### src/rtl/badapple_pkg.sv
// Shared constants and channel identifiers for the bitstream demux slice.
package badapple_pkg;
  localparam int DEF_WORD_W     = 8;
  localparam int DEF_FIFO_DEPTH = 16;

  typedef enum logic [0:0] {
    CH_VIDEO = 1'b0,
    CH_AUDIO = 1'b1
  } ch_id_e;
endpackage

### src/rtl/bitstream_demux_if.sv
// Per-channel word output bus: FWFT head, valid/ready and occupancy.
interface bitstream_demux_if #(
  parameter int NUM_CH     = 2,
  parameter int WORD_W     = 8,
  parameter int FIFO_DEPTH = 16
) ();
  localparam int LW = $clog2(FIFO_DEPTH + 1);

  logic [NUM_CH*WORD_W-1:0] out_data;
  logic [NUM_CH-1:0]        out_valid;
  logic [NUM_CH-1:0]        out_ready;
  logic [NUM_CH*LW-1:0]     fifo_level;

  modport master (output out_data, output out_valid, output fifo_level, input  out_ready);
  modport slave  (input  out_data, input  out_valid, input  fifo_level, output out_ready);
endinterface

### src/rtl/stream_fifo.sv
// Single-clock first-word-fall-through FIFO; full/empty come from the level counter.
module stream_fifo #(
  parameter int WIDTH = 8,
  parameter int DEPTH = 16,
  parameter int LW    = $clog2(DEPTH + 1)
) (
  input  logic             clk,
  input  logic             rst,
  input  logic             push,
  input  logic [WIDTH-1:0] push_data,
  input  logic             pop,
  output logic [WIDTH-1:0] head,
  output logic [LW-1:0]    level,
  output logic             full,
  output logic             empty
);
  localparam int PW = $clog2(DEPTH);

  logic [WIDTH-1:0] mem [DEPTH];
  logic [PW-1:0]    wr_ptr, rd_ptr;
  logic             do_push, do_pop;

  assign full    = (level == LW'(DEPTH));
  assign empty   = (level == '0);
  assign do_pop  = pop & ~empty;
  // A pop in the same cycle frees the slot, so a full FIFO still takes the push.
  assign do_push = push & (~full | do_pop);
  assign head    = empty ? '0 : mem[rd_ptr];

  always_ff @(posedge clk) begin
    if (rst) begin
      wr_ptr <= '0;
      rd_ptr <= '0;
      level  <= '0;
    end else begin
      if (do_push) wr_ptr <= wr_ptr + 1'b1;
      if (do_pop)  rd_ptr <= rd_ptr + 1'b1;
      case ({do_push, do_pop})
        2'b10:   level <= level + 1'b1;
        2'b01:   level <= level - 1'b1;
        default: level <= level;
      endcase
    end
  end

  always_ff @(posedge clk) begin
    if (do_push) mem[wr_ptr] <= push_data;
  end
endmodule

### src/rtl/bitstream_demux.sv
// Serial bit deserialiser: packs accepted bits per selected channel into words,
// queues them in per-channel FIFOs, and keeps a freezable capture of recent bits.
module bitstream_demux
  import badapple_pkg::*;
#(
  parameter int NUM_CH     = 2,
  parameter int WORD_W     = DEF_WORD_W,
  parameter int FIFO_DEPTH = DEF_FIFO_DEPTH,
  parameter bit MSB_FIRST  = 1'b1,
  parameter int DEBUG_W    = 24
) (
  input  logic               CLK_40,
  input  logic               reset,
  input  logic               bit_en,
  input  logic               bit_in,
  input  logic [NUM_CH-1:0]  ch_sel,
  input  logic               frame_flush,
  input  logic               clear_err,
  bitstream_demux_if.master  ob,
  output logic [NUM_CH-1:0]  overflow,
  output logic               sel_err,
  input  logic               dbg_freeze,
  output logic [DEBUG_W-1:0] dbg_word
);
  localparam int LW = $clog2(FIFO_DEPTH + 1);
  localparam int CW = $clog2(WORD_W);

  logic multi_sel, one_hot, accept;
  logic [NUM_CH-1:0]             pk_push, f_full, f_empty, pop, drop;
  logic [NUM_CH-1:0][WORD_W-1:0] pk_next, head_a;
  logic [NUM_CH-1:0][LW-1:0]     level_a;

  assign multi_sel = |(ch_sel & (ch_sel - NUM_CH'(1)));
  assign one_hot   = (|ch_sel) & ~multi_sel;
  // Flush wins over a coincident strobe, so the bit is simply not accepted.
  assign accept    = bit_en & one_hot & ~frame_flush;

  assign ob.out_data   = head_a;
  assign ob.fifo_level = level_a;
  assign ob.out_valid  = ~f_empty;
  assign pop           = ~f_empty & ob.out_ready;

  for (genvar c = 0; c < NUM_CH; c++) begin : g_ch
    logic [WORD_W-1:0] sr;
    logic [CW-1:0]     cnt;
    logic              take;

    assign take = accept & ch_sel[c];

    if (MSB_FIRST) begin : g_msb
      assign pk_next[c] = {sr[WORD_W-2:0], bit_in};
    end else begin : g_lsb
      assign pk_next[c] = {bit_in, sr[WORD_W-1:1]};
    end

    assign pk_push[c] = take & (cnt == CW'(WORD_W - 1));
    // A full FIFO drops the word, but the packer still wraps to stay word-aligned.
    assign drop[c]    = pk_push[c] & f_full[c] & ~pop[c];

    always_ff @(posedge CLK_40) begin
      if (reset || frame_flush) begin
        sr  <= '0;
        cnt <= '0;
      end else if (take) begin
        sr  <= pk_next[c];
        cnt <= pk_push[c] ? '0 : cnt + 1'b1;
      end
    end

    stream_fifo #(.WIDTH(WORD_W), .DEPTH(FIFO_DEPTH), .LW(LW)) u_fifo (
      .clk       (CLK_40),
      .rst       (reset),
      .push      (pk_push[c]),
      .push_data (pk_next[c]),
      .pop       (pop[c]),
      .head      (head_a[c]),
      .level     (level_a[c]),
      .full      (f_full[c]),
      .empty     (f_empty[c])
    );
  end

  // Error flags: a new event in the clearing cycle keeps the flag set.
  always_ff @(posedge CLK_40) begin
    if (reset) begin
      overflow <= '0;
      sel_err  <= 1'b0;
    end else begin
      overflow <= (clear_err ? '0 : overflow) | drop;
      sel_err  <= (clear_err ? 1'b0 : sel_err) | (bit_en & multi_sel);
    end
  end

  always_ff @(posedge CLK_40) begin
    if (reset)                    dbg_word <= '0;
    else if (accept && !dbg_freeze) dbg_word <= {dbg_word[DEBUG_W-2:0], bit_in};
  end
endmodule

### src/flat_wrapper.sv
// flat-port wrapper written by rule: the top's interface ports become plain ports
module bitstream_demux_flat import badapple_pkg::*;
#(
  parameter int NUM_CH     = 2,
  parameter int WORD_W     = DEF_WORD_W,
  parameter int FIFO_DEPTH = DEF_FIFO_DEPTH,
  parameter bit MSB_FIRST  = 1'b1,
  parameter int DEBUG_W    = 24
)
  (CLK_40, reset, bit_en, bit_in, ch_sel, frame_flush, clear_err, overflow, sel_err, dbg_freeze, dbg_word, ob_out_data, ob_out_valid, ob_fifo_level, ob_out_ready);
  bitstream_demux_if #(.NUM_CH(NUM_CH), .WORD_W(WORD_W), .FIFO_DEPTH(FIFO_DEPTH)) ob_i ();
  input  logic CLK_40;
  input  logic reset;
  input  logic bit_en;
  input  logic bit_in;
  input  logic [NUM_CH-1:0] ch_sel;
  input  logic frame_flush;
  input  logic clear_err;
  output logic [NUM_CH-1:0] overflow;
  output logic sel_err;
  input  logic dbg_freeze;
  output logic [DEBUG_W-1:0] dbg_word;
  output wire logic [$bits(ob_i.out_data)-1:0] ob_out_data;
  output wire logic [$bits(ob_i.out_valid)-1:0] ob_out_valid;
  output wire logic [$bits(ob_i.fifo_level)-1:0] ob_fifo_level;
  input wire logic [$bits(ob_i.out_ready)-1:0] ob_out_ready;
  assign ob_out_data = ob_i.out_data;
  assign ob_out_valid = ob_i.out_valid;
  assign ob_fifo_level = ob_i.fifo_level;
  assign ob_i.out_ready = ob_out_ready;
  bitstream_demux #(.NUM_CH(NUM_CH), .WORD_W(WORD_W), .FIFO_DEPTH(FIFO_DEPTH), .MSB_FIRST(MSB_FIRST), .DEBUG_W(DEBUG_W)) u_core (.CLK_40(CLK_40), .reset(reset), .bit_en(bit_en), .bit_in(bit_in), .ch_sel(ch_sel), .frame_flush(frame_flush), .clear_err(clear_err), .ob(ob_i), .overflow(overflow), .sel_err(sel_err), .dbg_freeze(dbg_freeze), .dbg_word(dbg_word));
endmodule
### config.mk
export PLATFORM = sky130hd
export DESIGN_NAME = bitstream_demux_flat
export DESIGN_NICKNAME = d
export VERILOG_FILES = /design/src/rtl/badapple_pkg.sv /design/src/rtl/bitstream_demux_if.sv /design/src/rtl/stream_fifo.sv /design/src/rtl/bitstream_demux.sv /design/src/flat_wrapper.sv
export SDC_FILE = /design/constraint.sdc
export NUM_CORES = 1
export LEC_CHECK = 0
export CAP_MARGIN = 20
export CORE_ASPECT_RATIO = 0.9
export CORE_MARGIN = 5
export CORE_UTILIZATION = 55
export CTS_BUF_LIST = sky130_fd_sc_hd__clkbuf_4 sky130_fd_sc_hd__clkbuf_8
export DETAILED_ROUTE_END_ITERATION = 10
export GPL_TIMING_DRIVEN = 1
export PLACE_DENSITY = 0.74
export SYNTH_ARGS = -nofsm -noshare
export SYNTH_HDL_FRONTEND = slang
export SYNTH_HIERARCHICAL = 1
export SYNTH_SLANG_ARGS = --single-unit
### constraint.sdc
create_clock -name CLK_40 -period 8.6 [get_ports CLK_40]
set_clock_uncertainty 0.05 [all_clocks]
set_input_delay 1.72 -clock CLK_40 [delete_from_list [all_inputs] [get_ports CLK_40]]
set_output_delay 1.72 -clock CLK_40 [all_outputs]
set_load 0.02 [all_outputs]
==> summary.md <==
| Metric | Value |
|---|---|
| Hold path start | u_core/g_ch[0].cnt[1] |
| FF+latch count, synth | 337 |
| PostCTS Resize Cnt | 0 |
| Initial core utilization | 0.554 |
| Worst Path Buf+Inv | 1 |
| Synth top area cells | edfxtp_1, dfxtp_1, mux4_2 |
| Fin Setup TNS | 0 ps |
| Skew-Pair Late Insertion Delay | 570 ps |
| Critical Path Sink Type | primary output |
| Worst path max stage delay | 1000 ps |
| Endpoints failing setup | 0 |
| CP max-delay cell | dfxtp_2 |
| CP startpoint kind | register |
| Vias/cell | 5.72 |
| RSZ-0062 raised after global routing | false |
| Area leader, netlist | edfxtp_1 |
| Setup Fix Bufs, Post-CTS | 0 |
| Critical path cell sequence | mux4_2 > nor2b_1 > a211oi_1 > a211oi_1 > clkdlybuf4s50_1 |
| Hold WS | 412 ps |
| Slew Viols, Final | 0 |
| First-pass DRT Iterations | 5 |
| Site Rows | 55 |
| Max Buffers Root-to-Sink | 3 |
| Die height | around 160 um |
| Buffers on Ports | 65 |
| Layout cells sized above 1 | 0.208 |
| Ys async rst share | 0 |
| Outcome | complete, no violations |
| Antenna diodes | 0 |
| VDD IR max | 109 uV |
| Initial antenna violation count | 0 |
| 1st-iter DRT viols | 659 |
| Routed wire length | roughly 28000 um |
| Slew @ Worst Pin | 1040 ps |
| Die width | 177 um |
| Top Family by Delay on Critical Path | flip-flops |
| Syn avg cell area | 15.6 um^2 |
| Largest net degree at the start of global routing | 38 |
| FMAX | 192 MHz |
| Normalized max-slew margin | 0.304 |
| Total grt overflow | 0 |
| Overall Global Routing Usage | 0.195 |
| Clock slew at reported path FFs | ~60 ps |
| DRC | 0 |
| Sequential-to-total area share from yosys stat | 0.672 |
| Post-Synthesis Cells | slightly below 900 |
| Die Area | ~0.028 mm^2 |
| Synthesized net count | between 900 and 1000 |
| Cell mode on critical path | a211oi_1 |
| CP Max Fanout | 32 |
| Post-synth EDFFs | around 260 |
| Antenna viol nets, final | 0 |
| Maximum level of the CTS H-tree | 2 |
| Sinks on Clock Net | 337 |
| First-pass GRT wire length | 43300 um |
| Synth cell count leaders | edfxtp_1, dfxtp_1, nand2_1 |
| Final hold vios | 0 |
| Boundary Pins | 66 |
| Vias in the first global route | 7741 |
| Via count | about 7700 |
| Hold-fix buffers, CTS | 0 |
| Crit Path Category | register to primary output |
| Core ar. | ~0.025 mm^2 |
| Top FF cell, synth | edfxtp_1 |
| Num CTS Buffers | 51 |
| Pwr per Cell Area | 207 mW/mm^2 |
| Placer Congestion | 0.780 |
| Ys Warns | 6 |
| Post-synth top area share | 0.555 |
| Clock root buffer | clkbuf_8 |
| CP Data Required Time | ~6800 ps |
| Library cells used by synthesis | 56 |
| Area Overhead vs Synth | 14.3% |
| Critical path arrival | 3440 ps |
| Drt wl/cell | 20.4 um |
| Mapped cell area | ~0.014 mm^2 |
| Minimum clock period | 5210 ps |
| Lkg Pwr | between 4 and 5 nW |
| Fin crit share | 0.606 |
| Post-DP HPWL | 16800 um |
| Most frequent cell after synthesis | edfxtp_1 |
| Final Net Count | 1001 |
| Max-cap violations | 0 |
| Reg-to-Reg Start | u_core/g_ch[1].u_fifo/level[3] |
| CTS tree | built |
| Hold crit path type | register to register |
[cell usage in the layout, fill, tap and decap left out, drive strengths merged, types with 13 or more instances in the layout]
cell type      count
edfxtp           256
nand2             86
dfxtp             81
clkbuf            80
clkdlybuf4s50     64
mux4              64
a21oi             45
nor2              32
a211oi            32
inv               32
mux2i             24
nor2b             22
ha                21
buf               16
clkinv            13
[per-layer routing]
| metal | vias to the layer above | wire length [um] | track usage |
|---|---|---|---|
| met5 | - | 0 | 0 |
| met4 | 0 | 363 | 0.0432 |
| met3 | 34 | 1910 | 0.0440 |
| met2 | 246 | 12600 | 0.292 |
| met1 | 3884 | 12700 | 0.297 |
| li1 | 3573 | - | - |
[tightest hold or removal path, cell delays in order (launching register included)]
cell and delay (ps):
dfxtp_1 310, nand2_1 50, a21oi_1 50
[power breakdown]
group / leakage [nW] / internal [mW] / switching [mW] / total, mW
clock network: 0.566 / 0.736 / 0.587 / 1.32
registers: 2.84 / 1.74 / 0.0151 / 1.75
logic: 1.56 / 0.0770 / 0.122 / 0.199
[path summary, 6_finish.rpt]
kind,endpoint,slack (ps),depth (start not counted)
setup / recovery,ob_out_data[8],3390,5
hold / removal,u_core/g_ch[0].cnt[1],410,2
setup reg to reg,u_core/g_ch[1].u_fifo/level[4],4400,10
hold reg to reg,u_core/g_ch[0].cnt[1],410,2
[state kept, by name, indices dropped and copies added, names as in the netlist, named ones only]
| register | flops |
|---|---|
| u_core/g_ch.u_fifo/mem | 256 |
| u_core/overflow | 2 |
| u_core/g_ch.sr | 14 |
| u_core/g_ch.u_fifo/rd_ptr | 8 |
| u_core/sel_err | 1 |
| u_core/g_ch.u_fifo/level | 10 |
| u_core/dbg_word | 24 |
| u_core/g_ch.cnt | 6 |
| u_core/g_ch.u_fifo/wr_ptr | 8 |
[per-stage QoR]
stage          cell area [um^2]  cells   util  power (mW)  setup WS (ps)
5_1_grt                   15800   1352  0.633        3.40           3200
2_1_floorplan             13800    887      -        1.90           4120
3_3_place_gp              14700   1255  0.590        1.98           3670
3_5_place_dp              14700   1255  0.590        1.98           3530
6_report                  15800   1352  0.633        3.27           3390
4_1_cts                   15800   1351  0.633        3.30           3320
[final cells by class]
class | count | area (um^2)
Fill cell | 1746 | 9160
Clock inverter | 16 | 78.8
Multi-Input combinational cell | 465 | 4120
Tap cell | 342 | 428
Clock buffer | 80 | 995
Sequential cell | 337 | 9310
Timing Repair Buffer | 80 | 766
Inverter | 32 | 120
[cell families (layout without fill, tap and decap cells)]
| group | count (synthesis) | after routing | synth area share |
|---|---|---|---|
| flip-flops | 337 | 337 | 0.672 |
| AND/OR/NAND/NOR | 223 | 223 | 0.0836 |
| AO/OA/AOI/OAI | 123 | 123 | 0.0655 |
| multiplexers | 88 | 88 | 0.121 |
| buffers and inverters | 85 | 208 | 0.0301 |
| adder cells (fa/ha/maj) | 23 | 23 | 0.0219 |
| XOR/XNOR | 8 | 8 | 0.00506 |
(Power assumes the default switching activity.)
